`config.mk`:
```
export PLATFORM = sky130hd
export DESIGN_NAME = fp_addsub_pipe
export DESIGN_NICKNAME = d
export VERILOG_FILES = /design/src/rtl/fp_addsub_pipe.sv
export SDC_FILE = /design/constraint.sdc
export NUM_CORES = 1
export LEC_CHECK = 0
export CAP_MARGIN = 0
export CORE_ASPECT_RATIO = 1.1
export CORE_MARGIN = 4
export CORE_UTILIZATION = 40
export CTS_BUF_LIST = sky130_fd_sc_hd__clkbuf_16
export CTS_CLUSTER_SIZE = 28
export DETAILED_ROUTE_END_ITERATION = 8
export GPL_TIMING_DRIVEN = 0
export HOLD_SLACK_MARGIN = 0.03
export MAX_ROUTING_LAYER = met4
export PLACE_DENSITY = 0.68
export SLEW_MARGIN = 40
export SYNTH_ARGS = -nofsm -noshare
export SYNTH_HDL_FRONTEND = slang
export SYNTH_SLANG_ARGS = --single-unit
```
`constraint.sdc`:
```
create_clock -name clk -period 3.9 [get_ports clk]
set_clock_uncertainty 0.2 [all_clocks]
set_input_delay 0.39 -clock clk [delete_from_list [all_inputs] [get_ports clk]]
set_output_delay 0.39 -clock clk [all_outputs]
set_load 0.03 [all_outputs]
```
`src/rtl/fp_addsub_pipe.sv`:
```
// Floating-point add/subtract with explicit-leading-one fraction and truncating alignment/normalisation.
// Latency: 3 register stages (align, add/sub, normalise/pack), one op per cycle.
// Backpressure: per-stage valid; a stage advances when empty or its successor advances; bubbles collapse.
module fp_addsub_pipe #(
    parameter int EXP_W  = 5,
    parameter int FRAC_W = 16,
    parameter int TAG_W  = 4,
    localparam int W     = 1 + EXP_W + FRAC_W
) (
    input  logic             clk,
    input  logic             rst_n,
    input  logic             i_valid,
    output logic             o_ready,
    input  logic [W-1:0]     i_a,
    input  logic [W-1:0]     i_b,
    input  logic             i_adsb,
    input  logic [TAG_W-1:0] i_tag,
    output logic             o_valid,
    input  logic             i_ready,
    output logic [W-1:0]     o_c,
    output logic [TAG_W-1:0] o_tag,
    output logic             o_ovf,
    output logic             o_zero
);

    localparam int LZW = $clog2(FRAC_W + 1);
    localparam int XW  = EXP_W + LZW + 1;
    localparam logic [EXP_W:0]   SHIFT_LIM = (EXP_W + 1)'(FRAC_W);
    localparam logic [EXP_W-1:0] EXP_MAX   = '1;

    logic ready_en;
    logic s1_vld, s2_vld, s3_vld;
    logic s1_adv, s2_adv, s3_adv;
    logic in_fire;

    assign s3_adv  = !s3_vld || i_ready;
    assign s2_adv  = !s2_vld || s3_adv;
    assign s1_adv  = !s1_vld || s2_adv;
    // ready_en keeps o_ready low during reset and until the first clock edge after release
    assign o_ready = ready_en && s1_adv;
    assign in_fire = i_valid && o_ready;
    assign o_valid = s3_vld;

    // ---------------- S1: compare, select, align ----------------
    logic               a_s, b_s, b_s_eff;
    logic [EXP_W-1:0]   a_e, b_e;
    logic [FRAC_W-1:0]  a_f, b_f;
    logic               a_zero, b_zero, a_big;
    logic               big_s;
    logic [EXP_W-1:0]   big_e, sml_e, exp_diff;
    logic [FRAC_W-1:0]  big_f, sml_f, sml_sh;

    assign {a_s, a_e, a_f} = i_a;
    assign {b_s, b_e, b_f} = i_b;
    assign b_s_eff = b_s ^ i_adsb;
    assign a_zero  = (a_f == '0);
    assign b_zero  = (b_f == '0);

    always_comb begin
        // a zero-fraction operand never wins the compare, whatever its exponent
        if (b_zero)
            a_big = 1'b1;
        else if (a_zero)
            a_big = 1'b0;
        else if (a_e != b_e)
            a_big = (a_e > b_e);
        else
            a_big = (a_f >= b_f);
    end

    always_comb begin
        big_s = a_big ? a_s : b_s_eff;
        big_e = a_big ? a_e : b_e;
        big_f = a_big ? a_f : b_f;
        sml_e = a_big ? b_e : a_e;
        sml_f = a_big ? b_f : a_f;
        exp_diff = big_e - sml_e;
        if ({1'b0, exp_diff} >= SHIFT_LIM)
            sml_sh = '0;
        else
            sml_sh = sml_f >> exp_diff;
    end

    logic               s1_sign, s1_sub;
    logic [EXP_W-1:0]   s1_exp;
    logic [FRAC_W-1:0]  s1_big, s1_sml;
    logic [TAG_W-1:0]   s1_tag;

    always_ff @(posedge clk or negedge rst_n) begin
        if (!rst_n) begin
            ready_en <= 1'b0;
            s1_vld   <= 1'b0;
            s1_sign  <= 1'b0;
            s1_sub   <= 1'b0;
            s1_exp   <= '0;
            s1_big   <= '0;
            s1_sml   <= '0;
            s1_tag   <= '0;
        end else begin
            ready_en <= 1'b1;
            if (s1_adv) begin
                s1_vld  <= in_fire;
                s1_sign <= big_s;
                s1_sub  <= a_s ^ b_s_eff;
                s1_exp  <= big_e;
                s1_big  <= big_f;
                s1_sml  <= sml_sh;
                s1_tag  <= i_tag;
            end
        end
    end

    // ---------------- S2: add / subtract ----------------
    logic [FRAC_W:0] add_w, sub_w, sum_nxt;
    logic            sign_nxt;

    assign add_w = {1'b0, s1_big} + {1'b0, s1_sml};
    assign sub_w = {1'b0, s1_big} - {1'b0, s1_sml};

    always_comb begin
        sum_nxt  = add_w;
        sign_nxt = s1_sign;
        if (s1_sub) begin
            // an unnormalised larger operand can still lose after alignment; take magnitude, flip sign
            if (sub_w[FRAC_W]) begin
                sum_nxt  = -sub_w;
                sign_nxt = !s1_sign;
            end else begin
                sum_nxt  = sub_w;
            end
        end
    end

    logic               s2_sign;
    logic [EXP_W-1:0]   s2_exp;
    logic [FRAC_W:0]    s2_sum;
    logic [TAG_W-1:0]   s2_tag;

    always_ff @(posedge clk or negedge rst_n) begin
        if (!rst_n) begin
            s2_vld  <= 1'b0;
            s2_sign <= 1'b0;
            s2_exp  <= '0;
            s2_sum  <= '0;
            s2_tag  <= '0;
        end else if (s2_adv) begin
            s2_vld  <= s1_vld;
            s2_sign <= sign_nxt;
            s2_exp  <= s1_exp;
            s2_sum  <= sum_nxt;
            s2_tag  <= s1_tag;
        end
    end

    // ---------------- S3: normalise, pack ----------------
    function automatic logic [LZW-1:0] lzc(input logic [FRAC_W-1:0] v);
        logic [LZW-1:0] n;
        n = LZW'(FRAC_W);
        for (int i = 0; i < FRAC_W; i++) begin
            if (v[i])
                n = LZW'(FRAC_W - 1 - i);
        end
        return n;
    endfunction

    logic [LZW-1:0] n_lz;
    logic [W-1:0]   r_c;
    logic           r_ovf, r_zero;

    assign n_lz = lzc(s2_sum[FRAC_W-1:0]);

    always_comb begin
        r_c    = '0;
        r_ovf  = 1'b0;
        r_zero = 1'b0;
        if (s2_sum[FRAC_W]) begin
            if (s2_exp == EXP_MAX) begin
                r_c   = {s2_sign, EXP_MAX, {FRAC_W{1'b1}}};
                r_ovf = 1'b1;
            end else begin
                r_c   = {s2_sign, s2_exp + 1'b1, s2_sum[FRAC_W:1]};
            end
        end else if (s2_sum[FRAC_W-1:0] == '0 || XW'(n_lz) > XW'(s2_exp)) begin
            r_zero = 1'b1;
        end else begin
            r_c = {s2_sign, s2_exp - EXP_W'(n_lz), s2_sum[FRAC_W-1:0] << n_lz};
        end
    end

    always_ff @(posedge clk or negedge rst_n) begin
        if (!rst_n) begin
            s3_vld <= 1'b0;
            o_c    <= '0;
            o_tag  <= '0;
            o_ovf  <= 1'b0;
            o_zero <= 1'b0;
        end else if (s3_adv) begin
            s3_vld <= s2_vld;
            o_c    <= r_c;
            o_tag  <= s2_tag;
            o_ovf  <= r_ovf;
            o_zero <= r_zero;
        end
    end

endmodule

```
==> results.sh <==
export IMPL_hold_slack_ps=86.0
export IMPL_r2r_end="o_c[11]"
export IMPL_mostFrequentLayoutCells="nand2_1 (182), dfrtp_1 (99), nor2_1 (78)"
export IMPL_hold_path_end="s1_big[9]"
export IMPL_reg2regPathDepth=17
export IMPL_initial_core_util=0.406
export IMPL_cp_end_kind="flip-flop"
export IMPL_path_class="input pin to flip-flop"
export IMPL_period_share=1.02
export IMPL_io_buffers=82
export IMPL_dpl_cell_count=1504
export IMPL_crit_slowest_cell="or4_1"
export IMPL_fmax_mhz=251
export IMPL_r2r_setup_slack_ps=180
export IMPL_syn_inst=1126
export IMPL_clk_pin_slew_ps=80
export IMPL_dieArea_um2=24800
export IMPL_post_place_ws_ps=-1490
export IMPL_drt_pass1_iterations=5
export IMPL_clockBufferDepth=2
export IMPL_die_w_um=151
export IMPL_hold_viol=0
export IMPL_yosysWarnings=0
export IMPL_critPathTopFamily="compound AO/OA/AOI/OAI gates"
export IMPL_via_count=8944
export IMPL_nNetsFinal=1376
export IMPL_finalMaxSlewViolations=0
export IMPL_ys_flop_type="dfrtp_1"
export IMPL_grt_ovfl_total=0
export IMPL_synth_seq_area_share=0.285
export IMPL_fin_cells=1559
export IMPL_crit_top_cell="inv_2"
export IMPL_drt_iter0_drc=497
export IMPL_cap_viol_max_count=0
export IMPL_worst_pin_slew_ps=680
export IMPL_area_growth_pct=25.0
export IMPL_wl_per_cell_um=18.6
export IMPL_slowest_delay_ps=480
export IMPL_n_antenna_cell=0
export IMPL_num_fill_cells=2073
export IMPL_setup_violations=11
export IMPL_grt_max_degree=63
export IMPL_avgSynthCellArea_um2=7.95
export IMPL_start_kind="input pin"
export IMPL_layout_commonest_cell="nand2_1"
export IMPL_post_route_min_period_ps=3980
export IMPL_status="finished with violations"
export IMPL_die_h_um=165
export IMPL_synth_distinct_cells=86
export IMPL_postRouteWirelength_um=28900
export IMPL_drc_errors=0
export IMPL_hp_start="i_a[9]"
export IMPL_worst_path_max_fanout=4
export IMPL_postRouteAntennaNets=0
export IMPL_htree_num_levels=3
export IMPL_cp_arrival_ps=4080
export IMPL_syn_nets=1243
export IMPL_cp_cell_sequence="buf_4 -> inv_2 -> ha_1 -> o21ai_0 -> o21a_1 -> o31a_1 -> o21ai_2 -> a21boi_2 -> buf_6 -> mux2i_4 -> inv_2 -> ha_4 -> or2_4 -> nor2_2 -> nor2_1 -> inv_1 -> or4_1 -> o211ai_1 -> mux2i_2 -> buf_2 -> nor2b_1 -> a21bo_2"
export IMPL_r2r_start="s2_sum[0]"
export IMPL_gp_congestion=0.938
export IMPL_vias_per_cell=5.74
export IMPL_slew_headroom=0.542
export IMPL_hpwlAfterDp_um=22200
export IMPL_irDropWorstVdd_mv=0.260
export IMPL_final_setup_worst_slack_ps=-76.7
export IMPL_antenna_found_initial=0
export IMPL_grt_pass1_wl_um=45900
export IMPL_clock_sinks=102
export IMPL_synth_enable_flop_cells=0
export IMPL_power_density_nw_per_um2=617
export IMPL_rsz0062_at_grt="yes"
export IMPL_grt_pass1_vias=8949
export IMPL_ys_async_sr_fraction=1.00
export IMPL_holdPathStages=3
export IMPL_io_pins=83
export IMPL_cts_buffers=9
export IMPL_cts_tree="built"
export IMPL_layout_drive_gt1_share=0.184
export IMPL_crit_start="i_b[1]"
export IMPL_violations="setup timing"
export IMPL_min_path_type="input pin to flip-flop"
export IMPL_leakagePower_nw=4.79
export IMPL_fp_coreArea_um2=22000
export IMPL_syn_cell_area_um2=8950
export IMPL_cts_root_buffer="clkbuf_16"
export IMPL_synth_seq_cells=102
export IMPL_std_cell_rows=57
export IMPL_path_buf_inv=6
export IMPL_cp_data_required_time_ps=4000
export IMPL_grt_usage=0.239
export IMPL_clk_latency_ps=360
==> tightest hold or removal path, stage by stage <==
cell	delay [ps]
buf_8	100
nand2_1	50
a31oi_1	70
==> layer usage <==
layer | vias up | track usage | routed length, µm
li1 | 4315 | - | -
met1 | 4241 | 0.276 | 11700
met2 | 303 | 0.420 | 14700
met3 | 85 | 0.0209 | 1200
met4 | 0 | 0.113 | 1300
met5 | - | - | 0
==> Yosys cell counts (all sizes together) (7+ instances only) <==
cell type	instances	area share
o21a	7	0.0067
buf	15	0.0098
clkbuf	53	0.022
nor2b	16	0.011
a21oi	54	0.030
mux2	25	0.031
o31ai	7	0.0059
xor2	12	0.012
o221ai	11	0.011
nor3	18	0.010
xnor2	27	0.029
o22ai	10	0.0070
and2	8	0.0056
o211ai	14	0.012
a211oi	11	0.010
a21o	8	0.0067
nand2	186	0.078
nor4	14	0.0098
dfrtp	102	0.29
nor2	83	0.035
nand2b	13	0.0091
nand3	34	0.019
mux2i	32	0.036
inv	70	0.029
o21ai	81	0.046
a22o	8	0.0078
a31oi	32	0.022
a2111oi	8	0.011
ha	61	0.085
==> flip-flops by register name, summed over array words and instances, names as in the netlist <==
signal	flops
o_ovf	1
s1_sub	1
ready_en	1
s2_sum	17
s2_sign	1
s1_tag	4
o_c	22
s1_sml	16
s1_vld	1
o_tag	4
o_valid	1
s1_big	16
s1_exp	5
s1_sign	1
s2_tag	4
o_zero	1
s2_exp	5
s2_vld	1
==> worst max-delay path by stage <==
stage | end | depth (start not counted)
6_report | s1_sml[6] | 22
4_1_cts | s1_sml[4] | 22
3_5_place_dp | s1_sml[2] | 22
2_1_floorplan | s1_sml[3] | 22
3_3_place_gp | s1_tag[1] | 1
5_1_grt | s1_sml[6] | 22
==> layout make-up <==
| class | instances | area, µm² | area share |
|---|---|---|---|
| buffer | 65 | 302 | 0.0269 |
| clock buffer | 9 | 225 | 0.0201 |
| clock inverter | 7 | 96.3 | 0.00861 |
| inverter | 71 | 288 | 0.0257 |
| multi-input combinational | 885 | 6330 | 0.566 |
| sequential | 102 | 2560 | 0.228 |
| tap | 295 | 369 | 0.0330 |
| timing repair buffer | 125 | 1030 | 0.0917 |
==> timing repair <==
action / 4_1_cts / 5_1_grt
gates resized for setup: 123 / 101
endpoints found under the setup margin: 48 / 38
gates cloned: 0 / 1
pin swaps: 19 / 33
hold buffers: 1 / 0
setup buffers: 22 / 18
hold endpoints to repair: 61 / 0
==> stage by stage <==
stage / power (mW) / setup TNS, ps / util / cell area (µm²)
after floorplan: 4.43 / -226 / - / 9120
final: 6.90 / -337 / 0.508 / 11200
after detailed placement: 5.62 / -28890 / 0.469 / 10300
after CTS: 6.73 / -264 / 0.500 / 11000
after global routing: 7.41 / -2430 / 0.508 / 11200
after global placement: 5.58 / -214550 / 0.468 / 10300
==> cell families (layout without fill, tap and decap cells) <==
group,count (synthesis),in the layout,synth area share
AO/OA/AOI/OAI,309,309,0.235
XOR/XNOR,39,39,0.0411
adder cells (fa/ha/maj),64,64,0.0919
buffers and inverters,139,277,0.0618
flip-flops,102,102,0.285
multiplexers,60,60,0.0748
other,1,1,0.000419
AND/OR/NAND/NOR,412,412,0.210
==> where the power goes <==
group / internal, mW / switching (mW) / total [mW]
Combinational: 1.73 / 2.51 / 4.25
Clock: 0.515 / 0.457 / 0.971
Sequential: 1.36 / 0.324 / 1.68
No activity file was read; power rests on OpenSTA's default activity.
